### src/rtl/lfsr_msg_feeder.sv
// LFSR-to-DES message FIFO with pause backpressure, overflow flag and end-of-stream.
// Optional FEEDER_STATS_EN adds a 64-bit forwarded-word counter on msg_count.
module lfsr_msg_feeder #(
    parameter int DEPTH = 16,
    parameter int SLACK = 4
) (
    input  logic        clk,
    input  logic        rst_n,
    input  logic        clear,
    input  logic [63:0] lfsr_data,
    input  logic        lfsr_valid,
    input  logic        lfsr_done,
    output logic        lfsr_pause,
    output logic [63:0] msg_data,
    output logic        msg_valid,
    input  logic        msg_ready,
    output logic        stream_done,
    output logic        overflow,
    output logic [63:0] msg_count
);

    localparam int AW = $clog2(DEPTH);
    localparam int CW = AW + 1;
    localparam logic [CW-1:0] CNT_ONE = CW'(1);
    localparam logic [CW-1:0] CNT_FULL = CW'(DEPTH);
    localparam logic [CW-1:0] CNT_HIGH = CW'(DEPTH - SLACK);

    typedef enum logic [1:0] {
        IDLE   = 2'd0,
        STREAM = 2'd1,
        DRAIN  = 2'd2,
        DONE   = 2'd3
    } state_e;

    logic [63:0]   mem_q [DEPTH];
    logic [AW-1:0] wr_ptr_q, wr_ptr_d;
    logic [AW-1:0] rd_ptr_q, rd_ptr_d;
    logic [CW-1:0] count_q, count_d;
    logic          overflow_q, overflow_d;
    logic          pause_q, pause_d;
    state_e        state_q, state_d;

    logic push;
    logic pop;
    logic full;
    logic do_write;

    assign push = lfsr_valid;
    assign full = (count_q == CNT_FULL);
    assign msg_valid = (count_q != '0);
    assign pop = msg_valid & msg_ready;
    // A full FIFO still accepts a word when the head leaves in the same cycle.
    assign do_write = push & (~full | pop);

    always_comb begin
        wr_ptr_d = wr_ptr_q;
        rd_ptr_d = rd_ptr_q;
        count_d = count_q;
        overflow_d = overflow_q | (push & full & ~pop);
        if (do_write) begin
            wr_ptr_d = wr_ptr_q + AW'(1);
        end
        if (pop) begin
            rd_ptr_d = rd_ptr_q + AW'(1);
        end
        unique case ({do_write, pop})
            2'b10:   count_d = count_q + CNT_ONE;
            2'b01:   count_d = count_q - CNT_ONE;
            default: count_d = count_q;
        endcase
    end

    always_comb begin
        state_d = state_q;
        unique case (state_q)
            IDLE: begin
                if (lfsr_valid) begin
                    state_d = STREAM;
                end else if (lfsr_done) begin
                    state_d = DONE;
                end
            end
            STREAM: begin
                if (lfsr_done && !lfsr_valid) begin
                    state_d = DRAIN;
                end
            end
            DRAIN: begin
                if ((count_q == '0) || ((count_q == CNT_ONE) && pop)) begin
                    state_d = DONE;
                end
            end
            DONE: begin
                state_d = DONE;
            end
            default: begin
                state_d = IDLE;
            end
        endcase
    end

    always_comb begin
        pause_d = 1'b0;
        if ((state_d == STREAM) || (state_d == DRAIN)) begin
            pause_d = (count_d >= CNT_HIGH);
        end
    end

    always_ff @(posedge clk) begin
        if (!rst_n || clear) begin
            wr_ptr_q <= '0;
            rd_ptr_q <= '0;
            count_q <= '0;
            overflow_q <= 1'b0;
            pause_q <= 1'b0;
            state_q <= IDLE;
        end else begin
            wr_ptr_q <= wr_ptr_d;
            rd_ptr_q <= rd_ptr_d;
            count_q <= count_d;
            overflow_q <= overflow_d;
            pause_q <= pause_d;
            state_q <= state_d;
        end
    end

    // Storage is not reset; msg_data is gated so stale entries never show.
    always_ff @(posedge clk) begin
        if (rst_n && !clear && do_write) begin
            mem_q[wr_ptr_q] <= lfsr_data;
        end
    end

    assign msg_data = msg_valid ? mem_q[rd_ptr_q] : 64'h0;
    assign lfsr_pause = pause_q;
    assign overflow = overflow_q;
    assign stream_done = (state_q == DONE);

`ifdef FEEDER_STATS_EN
    logic [63:0] msg_count_q, msg_count_d;

    always_comb begin
        msg_count_d = msg_count_q;
        if (pop) begin
            msg_count_d = msg_count_q + 64'd1;
        end
    end

    always_ff @(posedge clk) begin
        if (!rst_n || clear) begin
            msg_count_q <= 64'h0;
        end else begin
            msg_count_q <= msg_count_d;
        end
    end

    assign msg_count = msg_count_q;
`else
    assign msg_count = 64'h0;
`endif

endmodule

### config.mk
export PLATFORM = sky130hd
export DESIGN_NAME = lfsr_msg_feeder
export DESIGN_NICKNAME = d
export VERILOG_FILES = /design/src/rtl/lfsr_msg_feeder.sv
export SDC_FILE = /design/constraint.sdc
export NUM_CORES = 1
export LEC_CHECK = 0
export CELL_PAD_IN_SITES_DETAIL_PLACEMENT = 0
export CELL_PAD_IN_SITES_GLOBAL_PLACEMENT = 1
export CORE_MARGIN = 2
export CORE_UTILIZATION = 50
export DETAILED_ROUTE_END_ITERATION = 10
export PLACE_DENSITY = 0.72
export RECOVER_POWER = 100
export SLEW_MARGIN = 30
export SYNTH_ARGS = -nofsm -noshare
export SYNTH_HDL_FRONTEND = slang
export SYNTH_SLANG_ARGS = --single-unit
### constraint.sdc
create_clock -name clk -period 7.65 [get_ports clk]
set_clock_uncertainty 0.15 [all_clocks]
set_input_delay 0.765 -clock clk [delete_from_list [all_inputs] [get_ports clk]]
set_output_delay 0.765 -clock clk [all_outputs]
set_load 0.01 [all_outputs]
Word level (Yosys, flattened, before mapping)
Memories as Yosys holds them, arrays and structs flattened. A register that Yosys moved wholly into a read port is not among the register bits.
Index checks and enable logic that the tools add are counted.
{"block": "classes", "add_sub_neg": 4, "n_lt_le_gt_ge": 1, "eq_ne": 9, "muxes": 11, "bitwise": 9, "reduce_logical": 14}
{"operator": "$mux 64", "count": 1}
{"operator": "$pmux 5 s2", "count": 1}
{"operator": "$add 4x1->4 const B", "count": 2}
{"operator": "$eq 2x2->1 const B", "count": 4}
{"operator": "$mux 2", "count": 4}
{"operator": "$mux 4", "count": 2}
{"operator": "$pmux 2 s4", "count": 1}
{"operator": "$eq 2x1->1 const B", "count": 3}
{"operator": "$add 5x1->5 const B", "count": 1}
{"operator": "$eq 5x1->1 const B", "count": 1}
{"operator": "$eq 5x5->1 const B", "count": 1}
{"operator": "$ge 5x4->1 const B", "count": 1}
{"operator": "$logic_not 5->1", "count": 1}
{"operator": "$reduce_bool 5->1", "count": 1}
{"operator": "$sub 5x1->5 const B", "count": 1}
{"operator": "$and 1x1->1", "count": 4}
{"operator": "$logic_and 1x1->1", "count": 4}
{"operator": "$logic_not 1->1", "count": 3}
{"operator": "$logic_or 1x1->1", "count": 3}
{"operator": "$not 1->1", "count": 3}
{"operator": "$logic_not 2->1", "count": 1}
{"operator": "$mux 1", "count": 2}
{"operator": "$or 1x1->1", "count": 2}
{"operator": "$reduce_or 2->1", "count": 1}
{"block": "word_totals", "reg_bits": 17, "ramBits": 1024, "input_bits": 70, "output_inout_bits": 132, "elab_cells": 55, "n_memories": 1}
{"name": "mem_q", "depth": 16, "word_bits": 64, "read_ports": 1, "rd_clocked_by_memory_dff": 1, "wr": 1, "line_no": "35", "text": "logic [63:0] mem_q [DEPTH];"}

Logic depth before layout (Yosys ltp)
Gate-level depths: netlist of the first run.
{"block": "depth", "depth_word": 10, "mapped_depth": 8, "ltp_nobuf": 7}

Worst setup path before layout of the first run
OpenSTA, ideal clock, no wires.
{"block": "synth_timing", "path_kind": "input port to flip-flop", "start": "in lfsr_valid", "end": "mem mem_q[11][0] (enable)", "setup_time_ps": 487, "t_arrival_ps": 4309, "t_required_ps": 7013, "slack_ps": 2704, "path_stages": 5, "path_buffers": 2, "path_cell_list": "clkbuf_1 -> o21a_1 -> clkbuf_1 -> nand2_1 -> nor2_1"}
{"block": "synth_via", "elab_chain_len": 4}
{"item": "start: declaration", "line_no": "11", "text": "input logic lfsr_valid,"}
{"item": "$and 1x1->1", "line_no": "53", "text": "assign do_write = push & (~full | pop);"}
{"item": "$logic_and 1x1->1", "line_no": "129", "text": "if (rst_n && !clear && do_write) begin"}
{"item": "$mux 1", "line_no": "129"}
{"item": "$mux 1 (implied by the code)", "line_no": "130", "text": "mem_q[wr_ptr_q] <= lfsr_data;"}
{"item": "end: declaration", "line_no": "35"}
No other way between the ends.

Final worst setup path of the first run
{"block": "layout_timing", "start": "in clear", "end": "mem mem_q[2][17] (enable)"}
{"block": "layout_via", "elab_chain_len": 5}
{"item": "start: declaration", "line_no": "9", "text": "input logic clear,"}
{"item": "$logic_not 1->1", "line_no": "129"}
{"item": "$logic_and 1x1->1 (2 in a row)", "line_no": "129"}
{"item": "$mux 1", "line_no": "129"}
{"item": "$mux 1 (implied by the code)", "line_no": "130"}
No other way between the ends.

==> results of run 1 <==
power by group through the flow:
stage	clock, mW	combinational, mW	sequential, mW
3_5_place_dp	0	0.429	6.43
4_1_cts	5.04	0.431	6.31
5_1_grt	5.26	0.448	6.31
6_report	4.95	0.413	6.31
2_1_floorplan	0	0.237	6.43
3_3_place_gp	0	0.419	6.43
metal layers:
metal  vias to the layer above  GRT usage  part of all wire
li1                       7449          -                 -
met1                      9727     0.2925              0.40
met2                       684     0.3520              0.51
met3                       124    0.03491             0.069
met4                        14    0.05350             0.018
met5                         -          0            0.0011
Yosys cell counts (all sizes together), types with 2 or more instances:
cell type,instances
xor2,6
a22oi,2
nor2b,2
ha,9
nand2,9
buf,107
clkbuf,42
a211oi,2
edfxtp,1024
and2,67
xnor2,3
mux4,320
a21oi,8
nand3,4
inv,5
nand4,2
dfxtp,21
nor2,36
area by class of cell:
| class | count | area (sq um) | share of cell area |
|---|---|---|---|
| Sequential cell | 1045 | 31180 | 0.6755 |
| Multi-Input combinational cell | 555 | 8588 | 0.1860 |
| Clock inverter | 69 | 645.6 | 0.01398 |
| Inverter | 5 | 18.77 | 0.0004065 |
| Clock buffer | 123 | 2694 | 0.05835 |
| Antenna cell | 4 | 10.01 | 0.0002168 |
| Timing Repair Buffer | 181 | 1698 | 0.03678 |
| Tap cell | 1060 | 1326 | 0.02873 |
stage by stage:
stage                       util  total power, mW  hold WS (ps)
final                     0.5750            11.67         329.6
after global routing      0.5749            12.02         361.3
after CTS                 0.5778            11.78         349.1
after detailed placement  0.5362            6.862         330.1
after global placement    0.5345            6.849         311.4
after floorplan                -            6.664         322.5
worst max path at each step:
| stage | endpoint |
|---|---|
| 3_3_place_gp | msg_data[54] |
| 3_5_place_dp | msg_data[41] |
| 5_1_grt | mem_q[10][5] |
| 6_report | mem_q[2][17] |
| 2_1_floorplan | mem_q[11][0] |
| 4_1_cts | msg_data[62] |
registers in the layout, summed over array words and instances, names as in the netlist, named ones only:
name and cells:
mem_q 1024, count_q 5, rd_ptr_q 4, wr_ptr_q 4, state_q 2, lfsr_pause 1
overflow 1
cells in the final DEF (no fill, tap or decap), types with 3 or more instances in the layout:
cell,instances
mux4_2,320
clkinv_1,32
ha_1,9
diode_2,4
inv_1,5
and2_1,18
a21oi_1,8
dfxtp_4,4
and2_0,49
dfxtp_1,17
buf_12,7
xnor2_1,3
bufinv_16,11
dlygate4sd3_1,82
clkinv_2,17
buf_4,4
nand3_1,4
clkbuf_16,104
xor2_1,6
inv_6,3
clkbuf_2,7
nor2_1,26
clkbuf_1,42
clkdlybuf4s50_1,55
conb_1,64
nor2_4,10
nand2_1,9
clkinv_8,3
edfxtp_1,1024
critical path, stage by stage:
cell and delay (ps):
dlygate4sd3_1 540, nand2b_1 500, or3_1 630, nor2_1 1490, clkbuf_1 2330
logic make-up (layout without fill, tap and decap cells):
logic type,after synthesis,after routing,share of synthesized area
adder cells (fa/ha/maj),9,9,0.002788
XOR/XNOR,9,9,0.001951
buffers and inverters,154,378,0.02354
AND/OR/NAND/NOR,131,131,0.01778
other,1,68,0.00009283
AO/OA/AOI/OAI,21,21,0.003624
multiplexers,321,321,0.1786
flip-flops,1045,1045,0.7716
==> results.toml, run 1 <==
[synthesis]
synthArstFlopShare = 0
syn_area_sq_um = 40400
yosys-top-cells-area = "edfxtp_1 76%, mux4_2 18%, buf_4 1.6%"
synth.top_cell.area_share = 0.7612
synth_warnings = 0
yosys_most_used_dff = "edfxtp_1"
yosys.area.top_type = "edfxtp_1"
netlist_instances = 1691
synth_seq_area_share = 0.7716
synth_enable_flop_cells = 1024
ys_ff_latch = 1045
synthDistinctLibCells = 44
syn_avg_cell_area_sq_um = 23.89

[placement]
hpwlAfterDp_um = 42030
io_buffers = 137
dp.cells = 2844
pre_cts_ws_ps = 3116
placed_area_sq_um = 43050
gp_congestion = 0.7150

[min_path]
hold_depth = 2
hold_end = "overflow"
hold_path_startpoint = "overflow"
holdCritPathClass = "flop to flop"

[routing]
wire_per_inst_um = 28.16
antenna_left = 0
drt_first_pass_iters = 5
first_iter_violations = 1762
drc = 0
via_count = 18000
wirelength_um = 85660
drt-vias-per-instance = 5.917

[worst_setup_path]
r2r-end = "mem_q[10][5]"
reg2reg_from = "count_q[0]"
worstPathArrival_ps = 6310
setup.worst_path.end_class = "flop"
path_max_fanout = 37
start_kind = "primary input"
reg2reg_depth = 8
path_class = "primary input to flop"
startpoint = "clear"
cp.required_ps = 7700
rrSetupSlack_ps = 1410

[floorplanning]
die_w_um = 288.2
top_level_ports = 202
rows = 104
die_area_sq_um = 83090
core-area_sq_um = 80290
die_h_um = 288.2
start_util = 0.5032

[global_route]
grt_pass1_wl_um = 125100
grt-ovfl-total = 0
grt_max_degree = 106
antenna_found_initial = 19
grt_pass1_vias = 18760
grt_usage = 0.2104

[timing]
fin_crit_sh = 0.8185
worst_pin_slew_ps = 4039
min_period_ps = 6261
setup_violations = 0
setup_tns_ps = 0
rsz0062_at_grt = "no"
hold_viol = 0
max_slew_margin = -1.692
max_freq_ghz = 0.1597
drv_slew = 799
setup_ws_ps = 1389

[pwr]
pwr-share-seq = 0.541
pwr-share-comb = 0.035
clkPwrFrac = 0.424
internal_power_mw = 9.363
p_switching_mw = 2.311
swShare = 0.1980
power-per-cell-area_nw_per_um2 = 252.9
p_leak_nw = 13.94
vdd_drop_max_mv = 0.1520

[clock_tree]
clk_pin_slew_ps = 60
post-cts-setup-buffer-count = 0
clock_latency_ps = 650
cts-resized-gates = 0
clockBufferDepth = 3
cts_hold_buf = 0
cts.sinks = 1045
htreeDepth = 3
cts_root_buffer = "clkbuf_16"
cts_tree = "yes"
cts_made_buffers = 103

[run_status]
status = "complete, but fails checks"
violations = "capacitance limit, slew limit"

[run]
drv_cap = 24

[layout]
drive_above_1_share = 0.2513
fill_cells = 5675
final_cells = 3042
final_cell_area_sq_um = 46170
nNetsFinal = 1970
areaGrowthSynthToFinish_pct = 14.28
No activity file was read; power rests on OpenSTA's default activity.
==> inputs of run 2 (changes only) <==
==> constraint.sdc (replaced) <==
create_clock -name clk -period 5.9 [get_ports clk]
set_clock_uncertainty 0.15 [all_clocks]
set_input_delay 0.59 -clock clk [delete_from_list [all_inputs] [get_ports clk]]
set_output_delay 0.59 -clock clk [all_outputs]
set_load 0.01 [all_outputs]
==> run 2 against run 1 <==
Against the previous run:
- the run still ends with capacitance limit, slew limit left
- final cell count shrank 0.30%
- via count shrank 0.17%
- die area is the same
- register-to-register slack lost 450 ps
==> results.toml, run 2 (synthesis gave the netlist of run 1 again) <==
[run_status]
status = "complete, but fails checks"
violations = "capacitance limit, slew limit"

[worst_setup_path]
crit_slowest_cell = "dfxtp_2"
rrSetupSlack_ps = 960
r2r-end = "mem_q[14][46]"
path_max_fanout = 42
reg2reg_depth = 8
worstPathArrival_ps = 4380
max_stage_delay_ps = 1190
cp.required_ps = 5160
path_class = "flop to output port"
crit_path_frequent_cell = "mux4_2"
setup.worst_path.end_class = "output port"
crit_end = "msg_data[62]"
path_cells = "clkbuf_2, mux4_2, mux4_2, and2_1, clkdlybuf4s50_1"
reg2reg_from = "count_q[0]"
start_kind = "flop"

[routing]
drt_first_pass_iters = 6
antenna_left = 0
via_count = 17970
first_iter_violations = 1943
wire_per_inst_um = 28.00
wirelength_um = 84920
drc = 0
drt-vias-per-instance = 5.924

[timing]
hold_viol = 0
max_slew_margin = -1.278
worst_pin_slew_ps = 3416
setup_violations = 0
rsz0062_at_grt = "no"
max_freq_ghz = 0.1953
fin_crit_sh = 0.8678
setup_tns_ps = 0
drv_slew = 593
min_period_ps = 5120

[layout]
final_cells = 3033
final_cell_mix = "1,024 x edfxtp_1, 320 x mux4_2, 103 x clkbuf_16"
fin_util = 0.5748
largest_register_ffs = 1024
areaGrowthSynthToFinish_pct = 14.23
nNetsFinal = 1965
drive_above_1_share = 0.2610
top_register = "mem_q"
final_common_cell = "edfxtp_1"
reg.largest.list = "mem_q (1024), count_q (5)"

[clock_tree]
cts_root_buffer = "clkbuf_16"
clk_pin_slew_ps = 60
cts_made_buffers = 100
cts.sinks = 1045
clockBufferDepth = 3
post-cts-setup-buffer-count = 0
cts-resized-gates = 0
clock_latency_ps = 640
cts_tree = "yes"
htreeDepth = 3
cts_hold_buf = 0

[placement]
gp_congestion = 0.7162
dp.cells = 2843
hpwlAfterDp_um = 42660
io_buffers = 137

[pwr]
power-per-cell-area_nw_per_um2 = 327.0
vdd_drop_max_mv = 0.2482
p_leak_nw = 14.06

[global_route]
grt_pass1_vias = 18600
top_usage_layer = "met2"
grt-ovfl-total = 0
antenna_found_initial = 16
grt_max_degree = 69
grt_use_met2 = 0.3394
met1_usage = 0.2976
grt_usage = 0.2085
grt_pass1_wl_um = 124600
grt_use_met3 = 0.03705

[floorplanning]
die_h_um = 288.2
start_util = 0.5032
core-area_sq_um = 80290
top_level_ports = 202
die_area_sq_um = 83090
rows = 104
die_w_um = 288.2

[min_path]
holdCritPathClass = "flop to flop"

[run]
drv_cap = 19
run 2: cell count changes in the layout (fill, tap and decap cells not counted), moves of 9 or more:
cell             delta
and2_0             -48
dlygate4sd3_1      +20
clkinvlp_4          +9
clkdlybuf4s50_1    -20
clkinv_1           -18
and2_1             +48
clkinv_2            +9
clkbuf_1           -14
run 2: where the power goes:
group	total [mW]	internal, mW	switching [mW]
clock network	6.38	3.72	2.66
registers	8.18	8.17	0.0130
logic	0.534	0.235	0.298
total	15.1	12.1	2.97
run 2: final cells by class:
| cell class | instances | area (sq um) |
|---|---|---|
| well taps | 1060 | 1326 |
| flip-flops and latches | 1045 | 31180 |
| clock buffers | 120 | 2641 |
| repair buffers | 179 | 1785 |
| inverters | 5 | 18.77 |
| clock inverters | 65 | 643.1 |
| diodes | 4 | 10.01 |
| fillers | 5713 | 34140 |
| multi-input cells | 555 | 8539 |
run 2: critical path, delay by kind of cell, from the launching register on:
family	cells	cell delay [ps]
mux	2	980
simple gates	1	200
flops	1	1190
buf+inv	2	1320
run 2: through the flow:
| stage | hold slack (ps) | setup WS (ps) | cell area (sq um) | power (mW) |
|---|---|---|---|---|
| detailed placement | 324.6 | 2009 | 43090 | 8.902 |
| global placement | 320.5 | 2052 | 43060 | 8.886 |
| floorplan | 322.5 | 1129 | 40630 | 8.641 |
| global route | 380.1 | 648.7 | 46140 | 15.53 |
| finish | 322.0 | 780.2 | 46150 | 15.09 |
| CTS | 343.5 | 1377 | 46380 | 15.23 |
run 2: how the worst min path moves through the flow:
stage                 from  slack (ps)  cells after the start       end
6_report          overflow         320                      2  overflow
5_1_grt           overflow         380                      2  overflow
4_1_cts           overflow         340                      2  overflow
3_5_place_dp      overflow         320                      2  overflow
3_3_place_gp      overflow         320                      2  overflow
2_1_floorplan  rd_ptr_q[3]         320                      2      flop
run 2: layer usage:
metal  vias to the layer above  routed length (um)
li1                       7450                   -
met1                      9724               35300
met2                       654               42310
met3                       129                5744
met4                        10                1500
met5                         -                  60
